[config.mk]
export PLATFORM = sky130hd
export DESIGN_NAME = program_loader
export DESIGN_NICKNAME = d
export VERILOG_FILES = /design/src/rtl/program_loader.sv
export SDC_FILE = /design/constraint.sdc
export NUM_CORES = 1
export LEC_CHECK = 0
export CORE_ASPECT_RATIO = 0.5
export CORE_MARGIN = 5
export CORE_UTILIZATION = 51
export CTS_CLUSTER_DIAMETER = 30
export DETAILED_ROUTE_END_ITERATION = 8
export PLACE_DENSITY = 0.76
export SLEW_MARGIN = 20
export SYNTH_ARGS = -nofsm -noshare
export SYNTH_HDL_FRONTEND = slang
export SYNTH_SLANG_ARGS = --single-unit
[constraint.sdc]
create_clock -name clock -period 5.1 [get_ports clock]
set_clock_uncertainty 0.05 [all_clocks]
set_input_delay 1.275 -clock clock [delete_from_list [all_inputs] [get_ports clock]]
set_output_delay 1.275 -clock clock [all_outputs]
set_load 0.005 [all_outputs]
[src/rtl/program_loader.sv]
// program_loader: receives a program as a stream of bytes, assembles them
// big-endian into DATA_SIZE-bit instructions and writes each word into
// program memory at consecutive addresses starting at 0. The CPU core is
// released (cpu_run) only after a complete, successful load.
//
// Ports:
//   clock            rising-edge clock
//   reset            synchronous, active-low reset
//   start            one-cycle load request (ignored while busy)
//   length           number of instructions to load, sampled on accepted start
//   byte_valid       upstream byte present
//   byte_data        upstream byte
//   byte_ready       loader accepts a byte this cycle (RECEIVE only)
//   mem_write_enable program-memory write strobe (WRITE only)
//   mem_address      program-memory write address
//   mem_data         assembled instruction
//   busy             load in progress (RECEIVE or WRITE)
//   done             last load completed successfully
//   error            last load aborted (length too large or byte timeout)
//   cpu_run          core released from hold (DONE only)
module program_loader #(
  parameter int ADDRESS_SIZE = 8,
  parameter int DATA_SIZE    = 16,
  parameter int SIZE         = 256,
  parameter int TIMEOUT      = 1024
) (
  input  logic                    clock,
  input  logic                    reset,
  input  logic                    start,
  input  logic [ADDRESS_SIZE:0]   length,
  input  logic                    byte_valid,
  input  logic [7:0]              byte_data,
  output logic                    byte_ready,
  output logic                    mem_write_enable,
  output logic [ADDRESS_SIZE-1:0] mem_address,
  output logic [DATA_SIZE-1:0]    mem_data,
  output logic                    busy,
  output logic                    done,
  output logic                    error,
  output logic                    cpu_run
);

  localparam int BYTES = DATA_SIZE / 8;
  localparam int BW    = $clog2(BYTES) + 1;
  localparam int TW    = $clog2(TIMEOUT) + 1;

  localparam logic [ADDRESS_SIZE:0] SIZE_L     = (ADDRESS_SIZE + 1)'(SIZE);
  localparam logic [BW-1:0]         BYTE_LAST  = BW'(BYTES - 1);
  localparam logic [TW-1:0]         TIMEOUT_LAST = TW'(TIMEOUT - 1);

  typedef enum logic [2:0] {
    IDLE,
    RECEIVE,
    WRITE,
    DONE,
    ERROR
  } state_t;

  state_t state, state_next;

  logic [ADDRESS_SIZE-1:0] address;
  logic [ADDRESS_SIZE:0]   instr_count;
  logic [ADDRESS_SIZE:0]   length_q;
  logic [BW-1:0]           byte_count;
  logic [TW-1:0]           timeout_count;
  logic [DATA_SIZE-1:0]    shift;
  logic [DATA_SIZE-1:0]    next_word;

  logic accept;
  logic word_complete;
  logic timed_out;

  assign accept        = (state == RECEIVE) && byte_valid;
  assign word_complete = accept && (byte_count == BYTE_LAST);
  assign timed_out     = (state == RECEIVE) && !byte_valid &&
                         (timeout_count == TIMEOUT_LAST);
  assign next_word     = (shift << 8) | DATA_SIZE'(byte_data);

  always_ff @(posedge clock) begin
    if (!reset) state <= IDLE;
    else        state <= state_next;
  end

  always_comb begin
    state_next = state;
    case (state)
      IDLE, DONE, ERROR: begin
        if (start) begin
          if (length > SIZE_L)     state_next = ERROR;
          else if (length == '0)   state_next = DONE;
          else                     state_next = RECEIVE;
        end
      end
      RECEIVE: begin
        if (word_complete)  state_next = WRITE;
        else if (timed_out) state_next = ERROR;
      end
      WRITE: begin
        if (instr_count + 1'b1 == length_q) state_next = DONE;
        else                                state_next = RECEIVE;
      end
      default: state_next = IDLE;
    endcase
  end

  // mem_address/mem_data are captured on the edge that enters WRITE so that
  // they hold steady outside WRITE while the internal address advances.
  always_ff @(posedge clock) begin
    if (!reset) begin
      address       <= '0;
      instr_count   <= '0;
      length_q      <= '0;
      byte_count    <= '0;
      timeout_count <= '0;
      shift         <= '0;
      mem_address   <= '0;
      mem_data      <= '0;
    end else begin
      case (state)
        IDLE, DONE, ERROR: begin
          if (state_next == RECEIVE) begin
            address       <= '0;
            instr_count   <= '0;
            length_q      <= length;
            byte_count    <= '0;
            timeout_count <= '0;
            shift         <= '0;
          end
        end
        RECEIVE: begin
          if (accept) begin
            shift         <= next_word;
            timeout_count <= '0;
            if (byte_count == BYTE_LAST) begin
              byte_count  <= '0;
              mem_data    <= next_word;
              mem_address <= address;
            end else begin
              byte_count <= byte_count + 1'b1;
            end
          end else begin
            timeout_count <= timeout_count + 1'b1;
          end
        end
        WRITE: begin
          address       <= address + 1'b1;
          instr_count   <= instr_count + 1'b1;
          timeout_count <= '0;
        end
        default: ;
      endcase
    end
  end

  assign byte_ready       = (state == RECEIVE);
  assign mem_write_enable = (state == WRITE);
  assign busy             = (state == RECEIVE) || (state == WRITE);
  assign done             = (state == DONE);
  assign error            = (state == ERROR);
  assign cpu_run          = (state == DONE);

endmodule

# [After elaboration in Yosys (flattened, before gate mapping)]
# Cells that the tools add are included.
[totals] elab_cells=63 output_inout_bits=30 inputBits=21 register_bits=74
[classes] eq_ne=10 bitwise_logic=1 n_addsub=4 muxes=21 n_lt_le_gt_ge=1 reduce_logical=17
[ops] cell="one-hot mux 11 bit (3 select lines)" count=1
[ops] cell="one-hot mux 8 bit (2 select lines)" count=2
[ops] cell="two-way mux 8 bit" count=3
[ops] cell="two-way mux 11 bit" count=2
[ops] cell="one-hot mux 9 bit (2 select lines)" count=1
[ops] cell="bitwise OR 16 x 8 -> 16 bit" count=1
[ops] cell="two-way mux 3 bit" count=4
[ops] cell="adder 11 x 1 -> 11 bit (second input constant)" count=1
[ops] cell="== test 11 x 10 -> 1 bit (second input constant)" count=1
[ops] cell="two-way mux 2 bit" count=5
[ops] cell="adder 9 x 1 -> 9 bit (second input constant)" count=1
[ops] cell="== test 9 bit" count=1
[ops] cell="greater-than comparator 9 bit (second input constant)" count=1
[ops] cell="zero test 9 bit" count=1
[ops] cell="two-way mux 9 bit" count=1
[ops] cell="one-hot mux 3 bit (3 select lines)" count=1
[ops] cell="adder 8 x 1 -> 8 bit (second input constant)" count=1
[ops] cell="== test 3 x 1 -> 1 bit (second input constant)" count=2
[ops] cell="== test 3 x 2 -> 1 bit (second input constant)" count=2
[ops] cell="AND reduction 2 bit" count=3
[ops] cell="AND reduction 3 bit" count=2
[ops] cell="logical AND 1 bit" count=4
[ops] cell="one-hot mux 2 bit (2 select lines)" count=1
[ops] cell="nonzero test 2 bit" count=2
[ops] cell="other kinds (10)" count=10

# [Logic depth before layout (Yosys ltp)]
# Gate-level depths: netlist of the first run.
[depth] word_depth=9 ltp_mapped=8 mapped_depth_nobuf=8

# [Least setup slack after synthesis of the first run]
# Ideal clock, no wire load.
[synth_path] path_type="input port to flip-flop" from="input port length[0]" to="register shift[0]" path_stages=7 path_buffers=0 path_slack_ns=2.075 setup_time_ns=0.133 t_arrival_ns=2.842 required_time_ns=4.917 path_cell_list="nor4_2 -> nand2_1 -> a31oi_1 -> nor3_1 -> or3_1 -> nor3b_2 -> o21ai_1"
[synth_via] elab_chain_len=8 word_cells_on_any_way=9 cone_classes="order compare (1); eq/ne (2); mux (4); reduce/logical (2)"
[synth_lines] element="start: declaration" line="30" rtl="input logic [ADDRESS_SIZE:0] length,"
[synth_lines] element="parallel branches: the longest is 2 deep, another holds greater-than comparator 9 bit"
[synth_lines] element="two-way mux 3 bit (*)" line="89" rtl="if (length > SIZE_L) state_next = ERROR;"
[synth_lines] element="two-way mux 3 bit (*)" line="88" rtl="if (start) begin"
[synth_lines] element="one-hot mux 3 bit (3 select lines) (*)" line="86" rtl="case (state)"
[synth_lines] element="== test 3 x 1 -> 1 bit (*)" line="121" rtl="if (state_next == RECEIVE) begin"
[synth_lines] element="!= test 2 bit (no source line) (*)"
[synth_lines] element="AND reduction 3 bit (no source line) (*)"
[synth_lines] element="end signal: assignment" line="132" rtl="shift <= next_word;"
[synth_lines] element="end: declaration" line="66" rtl="logic [DATA_SIZE-1:0] shift;"
# Every way passes the cells marked *.
# A chain may end at the register's enable or synchronous reset.

# [Final worst setup path of the first run]
[layout_path] from="register state[1]" to="output port busy"
[layout_via] elab_chain_len=2 word_cells_on_any_way=3 cone_classes="eq/ne (2); reduce/logical (1)"
[layout_lines] element="start: declaration" line="59" rtl="state_t state, state_next;"
[layout_lines] element="start signal: assignment" line="81" rtl="else state <= state_next;"
[layout_lines] element="== test 3 x 1 -> 1 bit / == test 3 x 2 -> 1 bit (equally long branches)" line="157" rtl="assign busy = (state == RECEIVE) || (state == WRITE);"
[layout_lines] element="logical OR 1 bit (*)" line="157"
[layout_lines] element="end: declaration" line="37" rtl="output logic busy,"
# Mark *: on every way between the ends. The rest lies on a longest branch, timed or not.

==> qor.csv, run 1 <==
stage,metric,value,unit
setup_path,cells traversed along the worst timing path,nor2b_1 -> nand2b_1 -> nand2_1 -> clkdlybuf4s50_1,
synth,register area share after synthesis,0.427,
final_layout,share of the core filled with cells,0.657,
die,floorplan die height,68.3,um
final_layout,footprint of the flip-flops and latches,1480,um^2
sta,Max Transition Viols Final,0,
sta,final total negative setup slack,0,ns
place,count of input and output buffers,50,
clocking,CTS tree,done,
setup_path,Critical Setup Path Class,register to output pin,
sta,worst max-slew margin expressed relative to the limit,0.409,
setup_path,delay of the slowest cell on the worst path,0.54,ns
synth,syn nets,452,
pwr,VDD IR max,0.190,mV
setup_path,crit path max-delay cell type,clkdlybuf4s50_1,
place,Cell Count Post-Placement,554,
clocking,clock insertion delay at the later pin of the skew report,0.33,ns
die,standard-cell row count,21,
setup_path,Reg2Reg Depth,9,
die,Die W,127,um
clocking,maximum level of the CTS H-tree,3,
die,initial core utilization,0.522,
synth,cell count after synthesis,428,
clocking,Num CTS Buffers,9,
synth,"Distinct cells, synth",50,
place,worst slack after detailed placement,1.19,ns
synth,cell types occupying the most area after synthesis,"dfxtp_1 43%, nand2_1 10%, a21boi_0 5.4%",
pwr,PwrDens,324,nW/um^2
synth,dominant register cell in the synthesized netlist,dfxtp_1,
routing,violation count after the first detailed-routing iteration,232,
sta,Tmin final,3.55,ns
final_layout,number of cells in the finished layout apart from fillers,570,
synth,Post-synth EDFFs,0,
final_layout,most common library cell in the layout ignoring fill and taps,nand2_1,
status,run status,"finished, final reports clean",
place,Placer Congestion,0.771,
synth,"Cell Area, Synth",3470,um^2
setup_path,worst reg-to-reg setup slack,2.15,ns
setup_path,endpoint arrival time on the critical path,2.22,ns
min_path,worst hold path type,register to register,
run,Max Cap Viol,0,
setup_path,buffers and inverters on the worst path,1,
global_route,pin count of the biggest net entering global routing,34,
global_route,initial antenna violation count,0,
setup_path,category of cells accounting for the largest share of critical-path delay,simple AND/OR/NAND/NOR gates,
sta,top achievable clock speed,282,MHz
global_route,global route overflow,0,
routing,residual antenna-violating net count after detailed routing,0,
routing,Final Routed Wirelength,7710,um
final_layout,net count of the finished layout,497,
synth,total of warnings raised by yosys,0,
setup_path,endpoint kind of the worst setup timing path,output pin,
clocking,number of buffers on the longest clock path,2,
min_path,worst hold path stage count,2,
final_layout,antenna cells,0,
sta,RSZ-0062 raised after global routing,false,
place,Final HPWL DP,5110,um
synth,fraction of synthesized cell area taken by the top area cell type,0.427,
sta,PnR worst setup slack,1.55,ns
setup_path,CP Depth,4,
sta,transition at the pin with the smallest max-transition slack,0.881,ns
routing,WL/cell,13.5,um
global_route,wire length of the first global-routing pass,13000,um
clocking,root buffer cell,clkbuf_16,
die,area of the core,6650,um^2
final_layout,multi-input combinational cell area,1870,um^2
final_layout,fill cell total of the finished layout,557,
sta,period utilization,0.696,
clocking,buffers inserted during post-CTS setup optimization,0,
global_route,GRT Overall Usage,0.188,
setup_path,maximum fanout along the worst path,21,
die,I/O pin cnt,51,
die,DIE AREA,8660,um^2
pwr,Leakage Power,1.53,nW
synth,"Async S/R FF share, synth",0,
final_layout,synthesis-to-finish area growth,25.7,%
clocking,Clock Sink Count,74,
synth,cell type contributing the most total cell area after synthesis,dfxtp_1,
final_layout,proportion of layout cells with a drive suffix above 1,0.0669,
routing,per-cell via count in the routed design,5.33,
clocking,clock slew seen by the registers of the worst setup and hold paths,0.06,ns
final_layout,highest-count cells in the layout ignoring fill and taps,"95 x nand2_1, 74 x dfxtp_1, 50 x clkdlybuf4s50_1",
routing,total number of vias,3039,
synth,number of synthesized register bits,74,
clocking,hold-fix buffer count after cts,0,
synth,Synth Area per Inst,8.11,um^2
global_route,via count of the first global-routing pass,2789,
sta,number of setup violations in the final report,0,
sta,final hold viol count,0,
setup_path,type of origin of the critical path,register,
setup_path,critical path required time,3.77,ns
clocking,Resized Gates After CTS,0,
routing,TritonRoute pass-1 iters,4,
routing,drc violations,0,
-- worst reg2reg max path, stage by stage, from the launching register on --
cell	delay (ns)
dfxtp_1	0.38
nor2b_1	0.19
nand2b_1	0.47
inv_1	0.22
buf_4	0.26
nand4_1	0.13
or4_1	0.55
a31oi_4	0.26
o31ai_4	0.17
a31oi_1	0.21
-- per-layer routing --
metal	wire (um)	vias up	track usage
li1	-	1561	-
met3	331	6	0.0569
met1	3720	1413	0.232
met4	66	0	0.0709
met2	3590	59	0.317
met5	0	-	0
-- state kept, by name, indices dropped and copies added (netlist names) --
| signal | cells |
|---|---|
| address | 8 |
| timeout_count | 11 |
| mem_data | 16 |
| mem_address | 8 |
| state | 3 |
| length_q | 9 |
| byte_count | 2 |
| instr_count | 9 |
| shift | 8 |
-- kinds of logic after synthesis --
family	Yosys count	share of synthesized area
fa+ha+maj	3	0.0108
compound gates	106	0.199
xor+xnor	15	0.0378
buf+inv	31	0.0353
flops	74	0.427
simple gates	189	0.262
mux	10	0.0288
-- cell usage after synthesis, types with 3 or more instances --
cell type,n
nand2_1,95
dfxtp_1,74
nor2_1,28
a21boi_0,25
o21ai_0,21
a21oi_1,19
clkbuf_1,15
a31oi_1,13
nor2b_1,13
nand3_1,12
inv_1,10
mux2i_1,10
o21ai_1,10
xnor2_1,10
and2_1,5
and3_1,5
o21a_1,5
xor2_1,5
nor3_1,4
ha_1,3
or2_2,3
or3_1,3
-- worst paths after layout --
| check | from | end |
|---|---|---|
| max reg2reg | state[1] | timeout_count[10] |
| min | shift[0] | shift[0] |
| max | state[1] | busy |
| min reg2reg | shift[0] | shift[0] |
-- cell type report --
class	count	area share
Multi-Input combinational cell	323	0.428
Clock inverter	6	0.0204
Clock buffer	10	0.0548
Timing Repair Buffer	54	0.122
Inverter	11	0.00946
Sequential cell	74	0.339
Tap cell	92	0.0264
-- power breakdown --
part           internal (W)  leakage [nW]  switching, W  total [W]
sequential         0.000590         0.598     0.0000106   0.000600
clock              0.000442         0.155      0.000246   0.000689
combinational     0.0000557         0.775     0.0000709   0.000127
total               0.00109          1.53      0.000328    0.00142
-- per-stage QoR --
stage / power [W] / hold slack (ns) / cell area [um^2]
after floorplan: 0.000690 / 0.360 / 3470
after global placement: 0.000738 / 0.367 / 4040
after detailed placement: 0.000738 / 0.377 / 4040
after CTS: 0.00143 / 0.399 / 4360
after global routing: 0.00147 / 0.425 / 4360
final: 0.00142 / 0.395 / 4360
Note: power is estimated with default switching activity, not from simulation.
==> inputs of run 2 (changes only) <==
==> constraint.sdc (replaced) <==
create_clock -name clock -period 3.4 [get_ports clock]
set_clock_uncertainty 0.05 [all_clocks]
set_input_delay 0.85 -clock clock [delete_from_list [all_inputs] [get_ports clock]]
set_output_delay 0.85 -clock clock [all_outputs]
set_load 0.005 [all_outputs]
==> qor.csv, run 2 (same netlist as run 1, synthesis figures left out) <==
stage,metric,value,unit
die,I/O pin cnt,51,
run,Max Cap Viol,0,
setup_path,critical path required time,3.56,ns
setup_path,endpoint arrival time on the critical path,2.98,ns
sta,final hold viol count,0,
clocking,Resized Gates After CTS,0,
die,standard-cell row count,21,
die,Die W,127,um
pwr,switching fraction of total power,0.236,
routing,total number of vias,3047,
final_layout,"flip-flop count of the largest register, all copies and words added",16,
min_path,startpoint of the lowest-slack hold path,byte_count[1],
place,Placer Congestion,0.810,
place,area post-placement,4100,um^2
clocking,buffers inserted during post-CTS setup optimization,0,
sta,Tmin final,2.82,ns
final_layout,share of the core filled with cells,0.661,
clocking,CTS tree,done,
place,count of input and output buffers,50,
sta,Max Transition Viols Final,0,
global_route,via count of the first global-routing pass,2885,
setup_path,endpoint of the lowest-slack register-to-register path,timeout_count[10],
clocking,maximum level of the CTS H-tree,3,
global_route,pin count of the biggest net entering global routing,30,
final_layout,synthesis-to-finish area growth,26.6,%
routing,WL/cell,13.7,um
sta,period utilization,0.829,
clocking,hold-fix buffer count after cts,0,
routing,drc violations,0,
place,Final HPWL DP,5460,um
die,DIE AREA,8660,um^2
die,initial core utilization,0.522,
global_route,wire length of the first global-routing pass,13500,um
global_route,initial antenna violation count,0,
min_path,endpoint with the worst hold slack,byte_count[1],
clocking,number of buffers on the longest clock path,2,
routing,Final Routed Wirelength,7880,um
pwr,Leakage Power,1.55,nW
min_path,worst hold path type,register to register,
setup_path,worst reg-to-reg setup slack,0.77,ns
routing,per-cell via count in the routed design,5.29,
setup_path,type of origin of the critical path,input pin,
die,floorplan die height,68.3,um
pwr,VDD IR max,0.284,mV
place,worst slack after detailed placement,0.216,ns
global_route,GRT Overall Usage,0.195,
routing,residual antenna-violating net count after detailed routing,0,
setup_path,maximum fanout along the worst path,10,
final_layout,Top Registers,"mem_data: 16 flops, timeout_count: 11 flops",
setup_path,Reg2Reg Depth,9,
final_layout,most common library cell in the layout ignoring fill and taps,nand2_1,
clocking,Clock Sink Count,74,
sta,RSZ-0062 raised after global routing,false,
global_route,global route overflow,0,
pwr,PwrDens,465,nW/um^2
clocking,clock slew seen by the registers of the worst setup and hold paths,0.06,ns
final_layout,proportion of layout cells with a drive suffix above 1,0.0785,
setup_path,source of the worst register-to-register timing path,instr_count[0],
pwr,portion of total power attributed to the clock network,0.459,
pwr,part of the total power dissipated in combinational logic,0.100,
die,area of the core,6650,um^2
clocking,Num CTS Buffers,9,
clocking,root buffer cell,clkbuf_16,
sta,PnR worst setup slack,0.580,ns
routing,violation count after the first detailed-routing iteration,224,
sta,number of setup violations in the final report,0,
final_layout,post-route cell area,4400,um^2
clocking,clock insertion delay at the later pin of the skew report,0.34,ns
status,run status,"finished, final reports clean",
setup_path,endpoint kind of the worst setup timing path,register,
final_layout,antenna cells,0,
sta,top achievable clock speed,355,MHz
pwr,part of the total power dissipated in sequential elements,0.441,
sta,transition at the pin with the smallest max-transition slack,0.552,ns
pwr,Internal Power,0.00156,W
pwr,Net Sw Power,0.000482,W
sta,worst max-slew margin expressed relative to the limit,0.631,
setup_path,Critical Setup Path Class,input pin to register,
final_layout,net count of the finished layout,504,
final_layout,highest-count cells in the layout ignoring fill and taps,"95 x nand2_1, 74 x dfxtp_1, 50 x clkdlybuf4s50_1",
sta,final total negative setup slack,0,ns
routing,TritonRoute pass-1 iters,8,
final_layout,Top reg by flops,mem_data,
min_path,worst hold path stage count,2,
-- run 2: worst max-delay path by stage --
stage / depth (start not counted) / endpoint / slack, ns / start
3_5_place_dp: 9 / timeout_count[0] / 0.22 / length[4]
5_1_grt: 9 / timeout_count[10] / 0.38 / length[4]
3_3_place_gp: 9 / timeout_count[4] / 0.24 / length[4]
6_report: 9 / timeout_count[0] / 0.58 / length[4]
4_1_cts: 9 / timeout_count[0] / 0.57 / length[4]
2_1_floorplan: 7 / shift[0] / 0.80 / length[0]
-- run 2: per-stage QoR --
stage	cells	hold WS (ns)	total power, W
2_1_floorplan	428	0.360	0.00104
3_3_place_gp	561	0.369	0.00112
3_5_place_dp	561	0.377	0.00112
4_1_cts	576	0.383	0.00205
5_1_grt	576	0.406	0.00212
6_report	576	0.391	0.00204
-- run 2: worst max-delay path: stages --
cell	delay [ns]
clkdlybuf4s50_1	0.43
nor4_2	0.38
nand2_1	0.12
a31oi_1	0.23
nor3_1	0.09
or3_1	0.41
o31ai_4	0.23
buf_12	0.16
mux2i_1	0.07
-- run 2: power by group through the flow --
| stage | clock network, W | logic (W) | registers (W) |
|---|---|---|---|
| detailed placement | 0 | 0.000203 | 0.000919 |
| CTS | 0.000950 | 0.000205 | 0.000900 |
| finish | 0.000937 | 0.000204 | 0.000900 |
| floorplan | 0 | 0.000120 | 0.000915 |
| global route | 0.000991 | 0.000227 | 0.000902 |
| global placement | 0 | 0.000202 | 0.000919 |
-- run 2: area by class of cell --
| cell class | instances | area [um^2] |
|---|---|---|
| Tap cell | 92 | 115 |
| Timing Repair Buffer | 61 | 596 |
| Inverter | 11 | 41.3 |
| Fill cell | 574 | 2250 |
| Multi-Input combinational cell | 323 | 1870 |
| Sequential cell | 74 | 1480 |
| Clock buffer | 10 | 239 |
| Clock inverter | 5 | 55.1 |
-- run 2: routing by layer --
metal	track usage	wire length, um
met1	0.242	3690
met2	0.330	3660
met3	0.0647	494
met4	0.0588	33
met5	0	0
